File: config.mk
export PLATFORM = sky130hd
export DESIGN_NAME = dmem_lane_arbiter
export DESIGN_NICKNAME = d
export VERILOG_FILES = /design/src/rtl/dmem_arb_pkg.sv /design/src/rtl/dmem_lane_arbiter_detect.sv /design/src/rtl/dmem_lane_arbiter.sv
export SDC_FILE = /design/constraint.sdc
export NUM_CORES = 1
export LEC_CHECK = 0
export CAP_MARGIN = 10
export CORE_AREA = 2 2 135 137
export CTS_CLUSTER_DIAMETER = 100
export DETAILED_ROUTE_END_ITERATION = 10
export DIE_AREA = 0 0 137 139
export DONT_BUFFER_PORTS = 1
export GPL_TIMING_DRIVEN = 0
export HOLD_SLACK_MARGIN = 0.08
export PLACE_DENSITY_LB_ADDON = 0.1
export SLEW_MARGIN = 20
export SYNTH_ARGS = -nofsm -noshare
export SYNTH_HDL_FRONTEND = slang
export SYNTH_SLANG_ARGS = --single-unit
File: constraint.sdc
create_clock -name clock -period 2.3 [get_ports clock]
set_input_delay 0.345 -clock clock [delete_from_list [all_inputs] [get_ports clock]]
set_output_delay 0.345 -clock clock [all_outputs]
set_load 0.005 [all_outputs]
File: src/rtl/dmem_arb_pkg.sv
// Shared types for the dual-lane dmem arbiter: default widths, FSM states, request record.
// The request record is sized by the package widths; the arbiter's parameters default to them.
package dmem_arb_pkg;

  localparam int DMEM_ADDR_W = 12;
  localparam int DMEM_DATA_W = 32;

  typedef enum logic {
    RUN   = 1'b0,
    SPLIT = 1'b1
  } state_t;

  typedef struct packed {
    logic                   valid;
    logic                   we;
    logic [DMEM_ADDR_W-1:0] addr;
    logic [DMEM_DATA_W-1:0] wdata;
  } req_t;

endpackage

File: src/rtl/dmem_lane_arbiter_detect.sv
// Combinational same-address hazard detect between lane0 and lane1 (zero latency, no flow control).
// DMEM_STORE_MERGE_EN: a store-store pair is flagged for merging instead of splitting.
module dmem_conflict_detect
  import dmem_arb_pkg::*;
#(
  parameter int ADDR_W = DMEM_ADDR_W
) (
  input  logic              lane0_valid,
  input  logic              lane0_we,
  input  logic [ADDR_W-1:0] lane0_addr,
  input  logic              lane1_valid,
  input  logic              lane1_we,
  input  logic [ADDR_W-1:0] lane1_addr,
  output logic              conflict,
  output logic              store_merge
);

  logic same_addr;

  assign same_addr = lane0_valid & lane1_valid & (lane0_addr == lane1_addr);
  // Two loads to one word are harmless on a dual-port RAM.
  assign conflict  = same_addr & (lane0_we | lane1_we);

`ifdef DMEM_STORE_MERGE_EN
  assign store_merge = same_addr & lane0_we & lane1_we;
`else
  assign store_merge = 1'b0;
`endif

endmodule

File: src/rtl/dmem_lane_arbiter.sv
// Maps two lane memory ops onto dmem ports a/b; same-address hazards take a second cycle with stall_out.
// Zero-latency combinational port drive; one stall cycle per split. Optional macro DMEM_STORE_MERGE_EN.
module dmem_lane_arbiter
  import dmem_arb_pkg::*;
#(
  parameter int ADDR_W = DMEM_ADDR_W,
  parameter int DATA_W = DMEM_DATA_W,
  parameter int CNT_W  = 32
) (
  input  logic              clock,
  input  logic              reset,
  input  logic              lane0_valid,
  input  logic              lane0_we,
  input  logic [ADDR_W-1:0] lane0_addr,
  input  logic [DATA_W-1:0] lane0_wdata,
  input  logic              lane1_valid,
  input  logic              lane1_we,
  input  logic [ADDR_W-1:0] lane1_addr,
  input  logic [DATA_W-1:0] lane1_wdata,
  input  logic              flush,
  input  logic [DATA_W-1:0] q_a,
  input  logic [DATA_W-1:0] q_b,
  output logic [ADDR_W-1:0] address_a,
  output logic [ADDR_W-1:0] address_b,
  output logic [DATA_W-1:0] data_a,
  output logic [DATA_W-1:0] data_b,
  output logic              wren_a,
  output logic              wren_b,
  output logic [DATA_W-1:0] lane0_rdata,
  output logic [DATA_W-1:0] lane1_rdata,
  output logic              stall_out,
  output logic [CNT_W-1:0]  conflict_count
);

  state_t           state_q;
  req_t             pend_q;
  logic [CNT_W-1:0] cnt_q;
  logic             conflict;
  logic             store_merge;
  logic             split;

  dmem_conflict_detect #(.ADDR_W(ADDR_W)) u_detect (
    .lane0_valid (lane0_valid),
    .lane0_we    (lane0_we),
    .lane0_addr  (lane0_addr),
    .lane1_valid (lane1_valid),
    .lane1_we    (lane1_we),
    .lane1_addr  (lane1_addr),
    .conflict    (conflict),
    .store_merge (store_merge)
  );

  assign split = conflict & ~store_merge;

  always_comb begin
    address_a = '0;
    data_a    = '0;
    wren_a    = 1'b0;
    address_b = '0;
    data_b    = '0;
    wren_b    = 1'b0;
    stall_out = 1'b0;
    if (!reset) begin
      address_a = lane0_addr;
      data_a    = lane0_wdata;
      if (state_q == RUN) begin
        // A merged store pair lets lane1's (younger) value win on port b alone.
        wren_a    = lane0_valid & lane0_we & ~store_merge;
        address_b = lane1_addr;
        data_b    = lane1_wdata;
        wren_b    = lane1_valid & lane1_we & ~split;
        stall_out = split;
      end else begin
        address_b = pend_q.addr;
        data_b    = pend_q.wdata;
        wren_b    = pend_q.valid & pend_q.we & ~flush;
      end
    end
  end

  always_ff @(posedge clock) begin
    if (reset) begin
      state_q <= RUN;
      pend_q  <= '0;
      cnt_q   <= '0;
    end else if (state_q == RUN) begin
      if (split) begin
        state_q <= SPLIT;
        pend_q  <= '{valid: 1'b1, we: lane1_we, addr: lane1_addr, wdata: lane1_wdata};
        if (cnt_q != '1) cnt_q <= cnt_q + CNT_W'(1);
      end
    end else begin
      // The deferred lane1 op is issued (or flushed) this cycle either way.
      state_q <= RUN;
      pend_q  <= '0;
    end
  end

  assign lane0_rdata    = q_a;
  assign lane1_rdata    = q_b;
  assign conflict_count = cnt_q;

endmodule

==> metrics, run 1 <==
outcome=finished, final reports clean; clk buf depth=2; Hold Slack=roughly 0.13 ns; worst slack, placed=-0.412 ns; final worst-path cycle share=95.5%; Post-Syn Area=~4800 µm²; Synthesized Nets=795; hold endpoint=pend_q[22]; Final WS setup=between 0.1 and 0.15 ns; Ys Warns=0; Core Util, Final=approximately a third; R2R Setup Slk=between 0.1 and 0.15 ns; Starting Density=a little over a quarter; Post-Synth Adder-Cell Area=0.260%; final setup fails=0; H-tree Lvls=3; reg2reg end=conflict_count[26]; Die Y=139 µm; Compound-Gate Fraction of Synth Area=under 10%; chip width=between 100 and 150 µm; Post-Layout Cell Count=slightly below 900; Least-Margin Pin Slew=between 0.6 and 0.7 ns; PD cells=about 590 nW/µm²; grt ovf=0; r2r worst-path depth=7; Seq/Total Area, Yosys=approximately a third; drt total wl=15700 µm; residual DRC count=0; DP HPWL=roughly 12000 µm; Hold WC Path Type=input port to flop; critical path class=flop to flop; drt first pass iters=4; XOR/XNOR share of the synthesized area=under 10%; IO Pins=roughly 350; Top FF cell, synth=dfxtp_1; vias=roughly 4400; Num CTS Buffers=9; critical path startpoint category=flop; Reg-to-Reg Start=conflict_count[13]; vias in the first global route=about 4100; Final Hold Fails=0; simple-gate share of the synthesized area=between 30% and 40%; post-route ant nets=0; Hold Startpoint=lane1_wdata[22]; antenna violations before repair=1; hold buffers post-CTS=0; Post-Syn Area per Cell=7.57 µm²; Fmax=around 460 MHz; first-pass GRT wire length=between 20000 and 25000 µm; top cell type's share of synthesized area=approximately 33%; core region area=17700 µm²; CTS root buf=clkbuf_16; fraction of registers with async set/reset=0%; Peak VDD IR=roughly 0.00033 V; CP endpoint kind=flop; Worst slew margin=approximately 59%; main combinational cell family by area after synthesis=simple AND/OR/NAND/NOR gates; latest clock arrival within the worst-skew pair=roughly 0.35 ns; WP data arrival=roughly 2.4 ns; Port Buffers=0; CTS clk-pin slew, worst paths=roughly 0.070 ns; RSZ-0062 raised after global routing=yes; Max-Cap Viols=0; gate count of the mapped netlist=635; synthesis-to-finish area growth=16.4%; final net count=between 800 and 900; GPL Wtd Cong=~0.8; Synth Register Bits=79; # diodes=0; DRT iter0 DRCs=about 190; mux contribution to synthesized area=under 10%; Rows=between 40 and 50; Total GRT Usage=16.0%; CTS tree=built; WHS Path Cells=2; synth unique cells=39; WP data required=about 2.5 ns; largest cells by area after synthesis=dfxtp_1 (33%), buf_4 (10%), mux2i_1 (9.2%), nand2_1 (8.0%), nor2_1 (6.3%); DIE AREA=roughly 19000 µm²; DR WL/cell=about 18 µm; Pleak=~1.9 nW; largest net degree at the start of global routing=15; Vias/cell=a little under 5; Slew Limit Fails=0; critical path peak fanout=5; cell total after placement=~860; clock period minus worst slack=2.20 ns; post-synth top area cell=dfxtp_1; Post-synth EDFFs=0; clk_skew=~0.0084 ns; share of layout cells above drive strength 1=between 10% and 20%; CTS sink cnt=79; setup TNS=0 ns
[cell families (layout without fill, tap and decap cells)]
logic type,after synthesis,in the layout
AOI/OAI and AO/OA,67,67
xor gates and xnor gates,34,34
adders and majority gates,1,1
buffers and inverters,106,131
DFF,79,79
muxes,44,44
and+or+nand+nor,304,304
[synth_stat cells, types with 4 or more instances]
| cell | number |
|---|---|
| a21oi_1 | 55 |
| buf_1 | 7 |
| buf_4 | 64 |
| clkbuf_1 | 28 |
| dfxtp_1 | 79 |
| inv_1 | 5 |
| mux2i_1 | 44 |
| nand2_1 | 102 |
| nand3_1 | 14 |
| nand4_1 | 9 |
| nor2_1 | 81 |
| nor2b_1 | 45 |
| nor3_1 | 17 |
| nor4_1 | 8 |
| o21ai_0 | 5 |
| or3_1 | 4 |
| xnor2_1 | 21 |
| xor2_1 | 13 |
[critical path, stage by stage (launching register included)]
cell	delay (ns)
dfxtp_1	0.46
nand4_1	0.26
nor4_4	0.40
buf_4	0.20
nand3_1	0.23
nor3_1	0.30
xnor2_1	0.15
nor2_1	0.05
[placed cells by master, fill, tap and decap left out, drive strengths merged, types with 17 or more instances in the layout]
master and instances:
nor2b 45, clkbuf 39, nor3 17, dfxtp 79, xnor2 21, nand2 102
a21oi 55, buf 81, nor2 81, mux2i 44
[state kept, by name, indices dropped and copies added (netlist names)]
name / flops
conflict_count: 32
pend_q: 46
state_q: 1
[stage by stage]
| step | power (mW) | instance area (µm²) |
|---|---|---|
| finish | 3.30 | 5600 |
| global route | 3.43 | 5600 |
| CTS | 3.36 | 5500 |
| detailed placement | 1.71 | 5100 |
| global placement | 1.71 | 5100 |
| floorplan | 1.65 | 4810 |
[per-layer routing]
layer | GRT usage (%) | share of wire [%] | wire length, µm | vias up
li1 | - | - | - | 2088
met1 | 19.9 | 42 | 6590 | 2015
met2 | 26.0 | 48 | 7520 | 227
met3 | 5.19 | 8.5 | 1340 | 20
met4 | 5.32 | 1.8 | 281 | 2
met5 | 0 | 0.083 | 13 | -
[area by class of cell]
class,count,area (µm²)
buffer,100,636
clock inverter,6,93.8
tap,229,287
clock buffer,10,239
timing repair buffer,10,75.1
inverter,5,18.8
fill,1922,12100
multi-input combinational,450,2650
sequential,79,1600
[report_power, final]
group	internal, mW	leakage [nW]	total (mW)	switching (mW)
Clock	0.987	0.159	1.63	0.641
Sequential	1.36	0.642	1.36	0.0000362
Combinational	0.135	1.09	0.309	0.173
Total	2.49	1.89	3.30	0.814
[worst max path at each step]
stage,cells past startpoint,slack [ns],to,start
3_5_place_dp,7,-0.41,conflict_count[2],conflict_count[8]
6_report,7,0.10,conflict_count[26],conflict_count[13]
3_3_place_gp,7,-0.47,conflict_count[2],conflict_count[8]
2_1_floorplan,8,0.12,conflict_count[18],conflict_count[0]
5_1_grt,7,-0.03,conflict_count[26],conflict_count[13]
4_1_cts,6,0.00009,conflict_count[15],lane1_addr[8]
[timing repair]
action	4_1_cts	5_1_grt
buffers inserted	5	5
gates resized for setup	15	23
pin swaps	3	7
setup endpoints to repair	72	38
Note: power is estimated with default switching activity, not from simulation.
==> run 2: changes to the inputs <==
- clock period: 2.3 -> 1.8 ns (I/O delays scaled with it)
==> run 2 against run 1 <==
The run now ends with setup timing left. Non-clock buffer count grew 53. Cell area up 15%. Sequential cell count stayed put. Sequential share of layout area down 2.9 points. Combinational power increased by 55%. Count of clock-buffer cells in the layout unchanged. Via count up 5.4%. Clock power grew 31%. Total power increased by 31%. Critical path depth is 2 higher. Critical path type unchanged.
==> metrics, run 2 (synthesis results as in run 1) <==
Worst slew margin=between 60% and 70%; slowest stage delay, CP=about 0.43 ns; Final WS setup=-0.311 ns; internal power=between 3 and 4 mW; fill count=1821; final setup fails=50; final net count=between 800 and 900; Sw Ratio=a little under a quarter; commonest non-fill, non-tap cell in the layout=nand2_1; CTS sink cnt=79; DIE AREA=19000 µm²; critical path startpoint category=flop; largest net degree at the start of global routing=14; WP data required=about 2.1 ns; Vias/cell=4.86; Design Power=around 4.3 mW; synthesis-to-finish area growth=34.4%; post-route ant nets=0; critical path class=flop to flop; IO Pins=346; vias in the first global route=~4600; Rows=a little under 50; chip width=roughly 140 µm; clk_skew=just over 0.009 ns; max reg flops=46; grt ovf=0; WP data arrival=between 2 and 2.5 ns; Comb pwr share=approximately 11%; critical path peak fanout=6; most frequent cells in the layout=nand2_1 (102), buf_4 (79), nor2_1 (76); Most common cell on crit path=buf_6; GPL Wtd Cong=0.784; DRT iter0 DRCs=154; Hold WC Path Type=input port to flop; H-tree Lvls=3; Peak VDD IR=~0.00045 V; clock period minus worst slack=about 2.1 ns; Max-Cap Viols=0; CP endpoint kind=flop; CTS clk-pin slew, worst paths=0.07 ns; Reg power frac=roughly two fifths; drt first pass iters=4; Slew Limit Fails=0; CTS root buf=clkbuf_16; Least-Margin Pin Slew=approximately 0.58 ns; worst path cell trace=ha_4 > nand3_4 > or2_4 > nor3b_4 > buf_6 > buf_6 > or3_4 > or4_4 > a21oi_2; CP top delay family=simple AND/OR/NAND/NOR gates; Post-Layout Cell Count=approximately 940; DP HPWL=around 12000 µm; Psw=1.02 mW; antenna violations before repair=1; CP max-delay cell=or4_4; register area=approximately 1700 µm²; PD cells=roughly 670 nW/µm²; Core Util, Final=about 37%; core region area=17700 µm²; share of layout cells above drive strength 1=between 20% and 30%; outcome=finished with violations; Starting Density=27.2%; violated checks=setup timing; Die Y=139 µm; Total GRT Usage=between 10% and 20%; Biggest register=pend_q; vias=between 4000 and 5000; clock share of power=~50%; cell total after placement=around 860; worst slack, placed=-0.692 ns; latest clock arrival within the worst-skew pair=~0.35 ns; RSZ-0062 raised after global routing=yes; R2R Setup Slk=-0.31 ns; Pleak=2.20 nW; Fmax=474 MHz; final worst-path cycle share=117%; drt total wl=between 15000 and 20000 µm; Final Hold Fails=0; residual DRC count=0; DR WL/cell=18.1 µm; area of the multi-input gates=2840 µm²; Port Buffers=0; CTS tree=built; WP buf/inv=2; first-pass GRT wire length=between 20000 and 30000 µm; Num CTS Buffers=9; clk buf depth=2
run 2: layout make-up:
class / count / share of cell area [%]
repair buffers: 66 / 9.97
flip-flops and latches: 79 / 25.7
inverters: 5 / 0.290
diodes: 1 / 0.0387
clock inverters: 6 / 1.68
well taps: 229 / 4.43
plain buffers: 97 / 10.5
multi-input cells: 450 / 43.9
clock buffers: 10 / 3.54
run 2: power groups by stage:
| stage | registers, mW | logic (mW) | clock network, mW |
|---|---|---|---|
| floorplan | 1.78 | 0.315 | 0 |
| global placement | 1.78 | 0.398 | 0 |
| detailed placement | 1.78 | 0.396 | 0 |
| CTS | 1.73 | 0.485 | 2.19 |
| global route | 1.72 | 0.527 | 2.26 |
| finish | 1.72 | 0.480 | 2.13 |
run 2: final timing paths:
path	startpoint	to	cells past startpoint
setup / recovery	conflict_count[0]	conflict_count[15]	9
hold / removal	reset	conflict_count[25]	3
setup reg to reg	conflict_count[0]	conflict_count[15]	9
hold reg to reg	pend_q[31]	pend_q[31]	2
run 2: metrics by stage:
stage / setup TNS [ns] / cell area, µm² / hold WS (ns)
after global placement: -55.95 / 5150 / 0.412
after floorplan: -4.45 / 4860 / 0.410
after global routing: -13.60 / 6460 / 0.269
final: -7.82 / 6460 / 0.268
after CTS: -9.62 / 6250 / 0.257
after detailed placement: -59.48 / 5150 / 0.415
run 2: layer usage:
| layer | routed length (µm) | up-vias | share of wire [%] | GRT usage, % |
|---|---|---|---|---|
| li1 | - | 2200 | - | - |
| met1 | 7090 | 2134 | 42 | 20.6 |
| met3 | 1350 | 14 | 7.9 | 5.34 |
| met5 | 0 | - | 0 | 0 |
| met4 | 205 | 0 | 1.2 | 4.50 |
| met2 | 8420 | 237 | 49 | 30.6 |
run 2: repair_timing:
| action | CTS | global route |
|---|---|---|
| buffers inserted | 15 | 5 |
| gates cloned | 0 | 1 |
| endpoints found under the hold margin | 45 | 0 |
| setup endpoints to repair | 127 | 95 |
| resized for setup | 71 | 45 |
| hold buffers | 45 | 0 |
| pin swaps | 25 | 27 |
run 2: worst reg2reg max path: stages (launching register included):
cell and delay, ns:
dfxtp_4 0.38, ha_4 0.18, nand3_4 0.08, or2_4 0.15, nor3b_4 0.05, buf_6 0.13
buf_6 0.11, or3_4 0.40, or4_4 0.43, a21oi_2 0.13
